`config.mk`:
```
export PLATFORM = sky130hd
export DESIGN_NAME = stream_accumulator_flat
export DESIGN_NICKNAME = d
export VERILOG_FILES = /design/src/rtl/stream_accumulator_if.sv /design/src/rtl/stream_accumulator.sv /design/src/flat_wrapper.sv
export SDC_FILE = /design/constraint.sdc
export NUM_CORES = 1
export LEC_CHECK = 0
export ABC_AREA = 0
export CAP_MARGIN = 20
export CORE_MARGIN = 2
export CORE_UTILIZATION = 50
export CTS_BUF_LIST = sky130_fd_sc_hd__clkbuf_8
export DETAILED_ROUTE_END_ITERATION = 16
export DONT_BUFFER_PORTS = 1
export PLACE_DENSITY = 0.7
export SLEW_MARGIN = 20
export SYNTH_ARGS = -nofsm -noshare
export SYNTH_HDL_FRONTEND = slang
export SYNTH_SLANG_ARGS = --single-unit
export TNS_END_PERCENT = 100
```
`constraint.sdc`:
```
create_clock -name clk -period 3.1 [get_ports clk]
set_input_delay 0 -clock clk [delete_from_list [all_inputs] [get_ports clk]]
set_output_delay 0 -clock clk [all_outputs]
set_load 0.1 [all_outputs]
```
`src/rtl/stream_accumulator_if.sv`:
```
`default_nettype none
// ============================================================================
// Module      : stream_accumulator_if
// Description : Sample-in / result-out stream bundle for stream_accumulator.
//               The input side is a valid/ready sample stream. The output side
//               is a valid/ready result stream carrying the frame sum, the
//               overflow flag and a debug count of accepted samples.
//               slave  : the accumulator itself
//               master : the producer/consumer that surrounds it
// Revision    : 1.0 - initial release
// ============================================================================
interface stream_accumulator_if #(
    parameter int DATA_W = 8,
    parameter int SUM_W  = 32,
    parameter int CNT_W  = 9
);
    logic              in_valid;
    logic              in_ready;
    logic [DATA_W-1:0] in_data;
    logic              out_valid;
    logic              out_ready;
    logic [SUM_W-1:0]  out_sum;
    logic              out_overflow;
    logic [CNT_W-1:0]  out_count;

    modport slave (
        input  in_valid,
        output in_ready,
        input  in_data,
        output out_valid,
        input  out_ready,
        output out_sum,
        output out_overflow,
        output out_count
    );

    modport master (
        output in_valid,
        input  in_ready,
        output in_data,
        input  out_valid,
        output out_ready,
        input  out_sum,
        input  out_overflow,
        input  out_count
    );
endinterface
`default_nettype wire

```
`src/rtl/stream_accumulator.sv`:
```
`default_nettype none
// ============================================================================
// Module      : stream_accumulator
// Description : Sums a frame of LEN samples into one SUM_W-bit result, with
//               selectable signedness and wrap/saturate behaviour, and hands
//               the result out on a valid/ready stream with a sticky overflow
//               flag.
// Ports       : clk   - rising-edge clock
//               rst_n - asynchronous active-low reset
//               bus   - stream_accumulator_if.slave
//                       in_valid/in_ready/in_data   : sample stream
//                       out_valid/out_ready         : result handshake
//                       out_sum/out_overflow        : frame result
//                       out_count                   : samples taken this frame
// Parameters  : DATA_W >= 1, SUM_W >= DATA_W, LEN >= 1, SIGNED, SATURATE
// Revision    : 1.0 - initial release
// ============================================================================
module stream_accumulator #(
    parameter int DATA_W   = 8,
    parameter int SUM_W    = 32,
    parameter int LEN      = 500,
    parameter int SIGNED   = 0,
    parameter int SATURATE = 0
) (
    input  wire logic clk,
    input  wire logic rst_n,
    stream_accumulator_if.slave bus
);
    localparam int               CNT_W  = $clog2(LEN + 1);
    localparam logic [CNT_W-1:0] C_LAST = CNT_W'(LEN - 1);
    localparam logic [SUM_W-1:0] C_UMAX = '1;
    localparam logic [SUM_W-1:0] C_SMAX = C_UMAX >> 1;
    localparam logic [SUM_W-1:0] C_SMIN = ~C_SMAX;

    typedef enum logic [0:0] {
        ST_ACC  = 1'b0,
        ST_HOLD = 1'b1
    } state_t;

    state_t           r_state;
    state_t           w_state_next;
    logic [SUM_W-1:0] r_acc;
    logic [SUM_W-1:0] r_out_sum;
    logic [CNT_W-1:0] r_count;
    logic             r_sticky;
    logic             r_out_valid;
    logic             r_out_overflow;

    logic [SUM_W-1:0] w_ext;
    logic [SUM_W-1:0] w_add;
    logic [SUM_W-1:0] w_acc_next;
    logic             w_ovf;
    logic             w_sticky_next;
    logic             w_in_ready;
    logic             w_beat;
    logic             w_last;
    logic             w_release;

    // ------------------------------------------------------------------
    // Sample extension and the single adder with its overflow detect
    // ------------------------------------------------------------------
    generate
        if (SIGNED != 0) begin : g_signed
            assign w_ext = SUM_W'($signed(bus.in_data));
            assign w_add = r_acc + w_ext;
            // Two same-signed operands producing the other sign.
            assign w_ovf = (r_acc[SUM_W-1] == w_ext[SUM_W-1]) &&
                           (w_add[SUM_W-1] != r_acc[SUM_W-1]);
        end else begin : g_unsigned
            logic w_carry;
            assign w_ext = SUM_W'(bus.in_data);
            assign {w_carry, w_add} = {1'b0, r_acc} + {1'b0, w_ext};
            assign w_ovf = w_carry;
        end
    endgenerate

    generate
        if (SATURATE != 0) begin : g_saturate
            // Signed overflow can only happen with both operands of the same
            // sign, so the accumulator's sign gives the clamp direction.
            logic [SUM_W-1:0] w_sat_val;
            assign w_sat_val  = (SIGNED != 0) ? (r_acc[SUM_W-1] ? C_SMIN : C_SMAX)
                                              : C_UMAX;
            assign w_acc_next = w_ovf ? w_sat_val : w_add;
        end else begin : g_wrap
            assign w_acc_next = w_add;
        end
    endgenerate

    assign w_sticky_next = r_sticky | w_ovf;

    // ------------------------------------------------------------------
    // Control FSM: in_ready depends on state only, and out_valid is a
    // register, so neither handshake has a combinational loop-back.
    // ------------------------------------------------------------------
    always_comb begin
        w_state_next = r_state;
        w_in_ready   = 1'b0;
        w_beat       = 1'b0;
        w_last       = 1'b0;
        w_release    = 1'b0;
        case (r_state)
            ST_ACC: begin
                w_in_ready = 1'b1;
                w_beat     = bus.in_valid;
                w_last     = bus.in_valid && (r_count == C_LAST);
                if (w_last) begin
                    w_state_next = ST_HOLD;
                end
            end
            ST_HOLD: begin
                w_release = r_out_valid && bus.out_ready;
                if (w_release) begin
                    w_state_next = ST_ACC;
                end
            end
            default: begin
                w_state_next = ST_ACC;
            end
        endcase
    end

    always_ff @(posedge clk or negedge rst_n) begin
        if (!rst_n) begin
            r_state <= ST_ACC;
        end else begin
            r_state <= w_state_next;
        end
    end

    // ------------------------------------------------------------------
    // Datapath. out_sum/out_overflow are only written on the closing beat,
    // so they stay stable throughout HOLD and after the handshake.
    // ------------------------------------------------------------------
    always_ff @(posedge clk or negedge rst_n) begin
        if (!rst_n) begin
            r_acc          <= '0;
            r_count        <= '0;
            r_sticky       <= 1'b0;
            r_out_valid    <= 1'b0;
            r_out_sum      <= '0;
            r_out_overflow <= 1'b0;
        end else if (w_release) begin
            r_out_valid <= 1'b0;
            r_acc       <= '0;
            r_count     <= '0;
            r_sticky    <= 1'b0;
        end else if (w_beat) begin
            r_acc    <= w_acc_next;
            r_count  <= r_count + CNT_W'(1);
            r_sticky <= w_sticky_next;
            if (w_last) begin
                r_out_sum      <= w_acc_next;
                r_out_overflow <= w_sticky_next;
                r_out_valid    <= 1'b1;
            end
        end
    end

    assign bus.in_ready     = w_in_ready;
    assign bus.out_valid    = r_out_valid;
    assign bus.out_sum      = r_out_sum;
    assign bus.out_overflow = r_out_overflow;
    assign bus.out_count    = r_count;

endmodule
`default_nettype wire

```
`src/flat_wrapper.sv`:
```
// flat-port wrapper written by rule: the top's interface ports become plain ports
module stream_accumulator_flat 
#(
    parameter int DATA_W   = 8,
    parameter int SUM_W    = 32,
    parameter int LEN      = 500,
    parameter int SIGNED   = 0,
    parameter int SATURATE = 0
)
  (clk, rst_n, bus_in_valid, bus_in_ready, bus_in_data, bus_out_valid, bus_out_ready, bus_out_sum, bus_out_overflow, bus_out_count);
  stream_accumulator_if #(.DATA_W(DATA_W), .SUM_W(SUM_W), .CNT_W(($clog2(500 + 1)))) bus_i ();
  input  wire logic clk;
  input  wire logic rst_n;
  input wire logic [$bits(bus_i.in_valid)-1:0] bus_in_valid;
  output wire logic [$bits(bus_i.in_ready)-1:0] bus_in_ready;
  input wire logic [$bits(bus_i.in_data)-1:0] bus_in_data;
  output wire logic [$bits(bus_i.out_valid)-1:0] bus_out_valid;
  input wire logic [$bits(bus_i.out_ready)-1:0] bus_out_ready;
  output wire logic [$bits(bus_i.out_sum)-1:0] bus_out_sum;
  output wire logic [$bits(bus_i.out_overflow)-1:0] bus_out_overflow;
  output wire logic [$bits(bus_i.out_count)-1:0] bus_out_count;
  assign bus_i.in_valid = bus_in_valid;
  assign bus_in_ready = bus_i.in_ready;
  assign bus_i.in_data = bus_in_data;
  assign bus_out_valid = bus_i.out_valid;
  assign bus_i.out_ready = bus_out_ready;
  assign bus_out_sum = bus_i.out_sum;
  assign bus_out_overflow = bus_i.out_overflow;
  assign bus_out_count = bus_i.out_count;
  stream_accumulator #(.DATA_W(DATA_W), .SUM_W(SUM_W), .LEN(LEN), .SIGNED(SIGNED), .SATURATE(SATURATE)) u_core (.clk(clk), .rst_n(rst_n), .bus(bus_i));
endmodule
```
Word level (Yosys, flattened, before mapping)
Cells that the tools add are included.
{"block": "word_totals", "ff_bits": 77, "output_inout_bits": 44}
{"block": "op_classes", "bitwise": 3, "reduce_logical": 6, "addsub": 2, "mux": 16, "eq_ne": 1}
{"op": "$mux W32", "count": 2}
{"op": "$add A32 B8 Y33", "count": 1}
{"op": "$mux W9", "count": 2}
{"op": "$mux W1", "count": 11}
{"op": "$add A9 B1 Y9 const B", "count": 1}
{"op": "$eq A9 B9 Y1 const B", "count": 1}
{"op": "$reduce_bool A2 Y1", "count": 2}
{"op": "$reduce_and A3 Y1", "count": 1}
{"op": "$logic_and A1 B1 Y1", "count": 2}
{"op": "$not A1 Y1", "count": 2}
{"op": "$pmux W1 S2", "count": 1}
{"op": "$reduce_and A2 Y1", "count": 1}
{"op": "$or A1 B1 Y1", "count": 1}

Longest topological paths before layout
{"block": "depth", "depth_word": 6, "depth_mapped": 8}

Worst setup path after synthesis
No wires, ideal clock.
{"block": "synth_path", "path_kind": "flip-flop to flip-flop", "from": "reg u_core.r_count[0], in the netlist u_core.bus.out_count[0]", "to": "reg u_core.r_out_sum[3], in the netlist u_core.bus.out_sum[3]", "stages_incl_launch_ff": 8, "slack_ps": 495, "required_time_ps": 2966, "period_less_slack_ps": 2605, "t_arrival_ps": 2471, "n_path_buf": 2, "path_cell_list": "dfrtp_1 > ha_1 > nand3b_1 > or4_1 > clkbuf_1 > clkbuf_1 > nand2_1 > o21ai_0"}
{"block": "synth_between", "elab_chain_cells": 4}
{"element": "from (decl)", "line": "stream_accumulator.sv:44", "source": "logic [CNT_W-1:0] r_count;"}
{"element": "from (signal assigned)", "line": "stream_accumulator.sv:150", "source": "r_count <= r_count + CNT_W'(1);"}
{"element": "$eq A9 B9 Y1", "line": "stream_accumulator.sv:106", "source": "w_last = bus.in_valid && (r_count == C_LAST);"}
{"element": "$logic_and A1 B1 Y1", "line": "stream_accumulator.sv:106"}
{"element": "$mux W1", "line": "stream_accumulator.sv:102", "source": "case (r_state)"}
{"element": "$reduce_and A3 Y1 (no source line)"}
{"element": "to (signal assigned)", "line": "stream_accumulator.sv:153", "source": "r_out_sum <= w_acc_next;"}
{"element": "to (decl)", "line": "stream_accumulator.sv:43", "source": "logic [SUM_W-1:0] r_out_sum;"}
Every way passes these cells.
A chain may end at the register's enable or synchronous reset.

Worst setup path after layout
{"block": "layout_path", "from": "reg u_core.r_acc[0]", "to": "reg u_core.r_out_sum[30], in the netlist u_core.bus.out_sum[30]"}
{"block": "layout_between", "elab_chain_cells": 1}
{"element": "from (decl)", "line": "stream_accumulator.sv:42", "source": "logic [SUM_W-1:0] r_acc;"}
{"element": "from (signal assigned)", "line": "stream_accumulator.sv:149", "source": "r_acc <= w_acc_next;"}
{"element": "$add A32 B8 Y33", "line": "stream_accumulator.sv:72", "source": "assign {w_carry, w_add} = {1'b0, r_acc} + {1'b0, w_ext};"}
Every way passes these cells.

==> results.json <==
{
  "synth-edff-count": 0,
  "rsz0062_at_grt": "false",
  "die_w_um": 94.89,
  "critical_path_class": "flip-flop to flip-flop",
  "ir_drop_uv": 464.1,
  "nNetsFinal": 481,
  "start_util_pct": 51.04,
  "cts_root_buffer": "clkbuf_8",
  "grt_max_degree": 78,
  "grt_usage_pct": 22.41,
  "ys_ff_latch": 77,
  "critPathSlowestCell": "fa_1",
  "grt_overflow": 0,
  "final_common_cell": "dfrtp_1",
  "fin_worst_skew_ps": 8.906,
  "clockBufferDepth": 2,
  "fill_cells": 737,
  "drtIter0Drc": 200,
  "syn_to_final_growth_pct": 10.94,
  "layout-drive-gt1-share_pct": 9.483,
  "grt_pass1_vias": 3307,
  "wirelength_mm": 9.378,
  "wl_met2_mm": 4.327,
  "holdCritPathClass": "input pin to flip-flop",
  "post_cts_resized": 0,
  "tritoncts": "done",
  "antenna_left": 0,
  "fp-row-count": 33,
  "cts_sinks": 77,
  "report.final.slew_viol_count": 0,
  "post-route-period-util_pct": 83.78,
  "slew_headroom_pct": 33.08,
  "worstPathRequired_ps": 3380,
  "layout_common_cells": "dfrtp_1 (77), nand2_1 (69), o21ai_0 (50)",
  "fin_crit_ps": 2597,
  "via_count": 3385,
  "synthFlopType": "dfrtp_1",
  "worstPathMaxFanout": 10,
  "tns_ps": 0,
  "port-buffer-count": 0,
  "wl_met1_mm": 4.220,
  "routed_via_density": 5.949,
  "critPathLaunchType": "flip-flop",
  "antenna_found_initial": 0,
  "worstMarginPinSlew_ps": 1000,
  "fmax_mhz": 385.0,
  "endpoint_kind": "flip-flop",
  "path_cells": "ha_1 > fa_1 > a211oi_1 > o211ai_1 > and4_1 > mux2_2 > nand2_1",
  "die-area_mm2": 0.009003,
  "syn_inst": 449,
  "synth.avg_cell_area_um2": 9.199,
  "routed.top_layer": "met4",
  "yosysUniqueCellTypes": 49,
  "ys_seq_area_share_pct": 46.65,
  "antennaDiodeCount": 0,
  "hold_viol": 0,
  "cellLeakagePower_nw": 1.962,
  "yosys_warnings": 0,
  "wl_met3_um": 638,
  "io_pins": 56,
  "place_area_mm2": 0.004280,
  "clk_pin_slew_ps": 80,
  "async_flop_share_pct": 100.0,
  "cp_top_family": "compound AO/OA/AOI/OAI gates",
  "clock_latency_ps": 350,
  "drt_pre_antenna_iters": 5,
  "slowest_delay_ps": 440,
  "drc": 0,
  "crit_arrival_ps": 2880,
  "chipHeight_um": 94.89,
  "power.density_mw_per_mm2": 665.7,
  "cp_num_buf_inv": 0,
  "cts-htree-levels": 3,
  "status": "finished clean",
  "numCtsBuffers": 9,
  "finalInstanceArea_mm2": 0.004582,
  "synth.cell_area_mm2": 0.004130,
  "place_hpwl_mm": 6.302,
  "grt_pass1_wl_mm": 15.75,
  "place_congestion": 0.8694,
  "wl_per_cell_um": 16.48,
  "fp.coreArea_mm2": 0.008093,
  "setup_viol": 0,
  "drv_cap": 0,
  "synth_nets": 471
}
tightest hold or removal path, cell delays in order:
cell	delay [ps]
nand2b_1	130
or3_1	130
a21oi_1	60
stage by stage:
step / setup WS, ps / utilization, % / total power [mW] / hold slack (ps) / cells
2_1_floorplan: 494.8 / - / 1.977 / -295.6 / 449
3_3_place_gp: 641.8 / 52.89 / 2.164 / -292.9 / 547
3_5_place_dp: 547.1 / 52.89 / 2.180 / -294.0 / 547
4_1_cts: 526.3 / 56.62 / 3.068 / 3.091 / 569
5_1_grt: 390.2 / 56.62 / 3.226 / 60.01 / 569
6_report: 502.8 / 56.62 / 3.050 / 27.09 / 569
kinds of logic after synthesis:
| family | after synthesis | synth area share (%) |
|---|---|---|
| AO/OA/AOI/OAI | 127 | 19.09 |
| XOR/XNOR | 32 | 6.786 |
| adder cells (fa/ha/maj) | 10 | 3.211 |
| buffers and inverters | 35 | 3.635 |
| flip-flops | 77 | 46.65 |
| multiplexers | 4 | 1.060 |
| AND/OR/NAND/NOR | 164 | 19.57 |
synthesized netlist by cell type, types with 9 or more instances:
cell / n / area share (%)
a21oi_1: 21 / 2.5
nand3_1: 18 / 2.2
ha_1: 9 / 2.7
o21ai_0: 50 / 6.1
nor2_1: 19 / 1.7
nand4_1: 9 / 1.4
or3_1: 13 / 2.0
xor2_1: 10 / 2.1
nand2_1: 69 / 6.3
inv_1: 12 / 1.1
clkbuf_1: 17 / 1.5
xnor2_1: 22 / 4.7
a31oi_1: 17 / 2.6
dfrtp_1: 77 / 47
per-layer routing:
layer,global-route usage (%),vias up
li1,-,1642
met1,29.81,1612
met2,35.70,114
met3,6.065,17
met4,7.126,0
met5,0,-
sequential cells by signal, summed over array words and instances (netlist names):
register / cells
u_core.bus.out_sum: 32
u_core.bus.out_valid: 1
u_core.r_sticky: 1
u_core.r_acc: 32
u_core.bus.out_count: 9
u_core.r_state: 1
u_core.bus.out_overflow: 1
final cells by class:
type	count	area, um2	share of cell area, %
clock buffer	10	137.6	3.004
inverter	12	45.04	0.9831
multi-input combinational	337	2057	44.89
sequential	77	1927	42.05
timing repair buffer	22	197.7	4.315
tap	105	131.4	2.867
clock inverter	6	86.33	1.884
where the power goes:
group	leakage, nW	switching, mW	internal (mW)
registers	1.05	0.0676	1.10
clock network	0.112	0.376	0.474
logic	0.801	0.722	0.314
total	1.96	1.17	1.88
worst paths after layout:
| check | to | cells after the start | slack, ps | startpoint |
|---|---|---|---|---|
| max | u_core.bus.out_sum[30]$_DFFE_PN0P_ | 7 | 500 | u_core.r_acc[0]$_DFFE_PN0P_ |
| min | u_core.bus.out_count[3]$_DFFE_PN0P_ | 3 | 30 | bus_in_valid |
| max reg2reg | u_core.bus.out_sum[30]$_DFFE_PN0P_ | 7 | 500 | u_core.r_acc[0]$_DFFE_PN0P_ |
| min reg2reg | u_core.r_acc[2]$_DFFE_PN0P_ | 2 | 510 | u_core.r_acc[2]$_DFFE_PN0P_ |
| max in group asynchronous | u_core.bus.out_sum[5]$_DFFE_PN0P_ | 2 | 2560 | rst_n |
| min in group asynchronous | u_core.r_acc[20]$_DFFE_PN0P_ | 2 | 230 | rst_n |
repair_timing:
action                    CTS  global route
setup buffers               0             0
hold buffers                6             0
hold endpoints to repair   88             0
No activity file was read; power rests on OpenSTA's default activity.
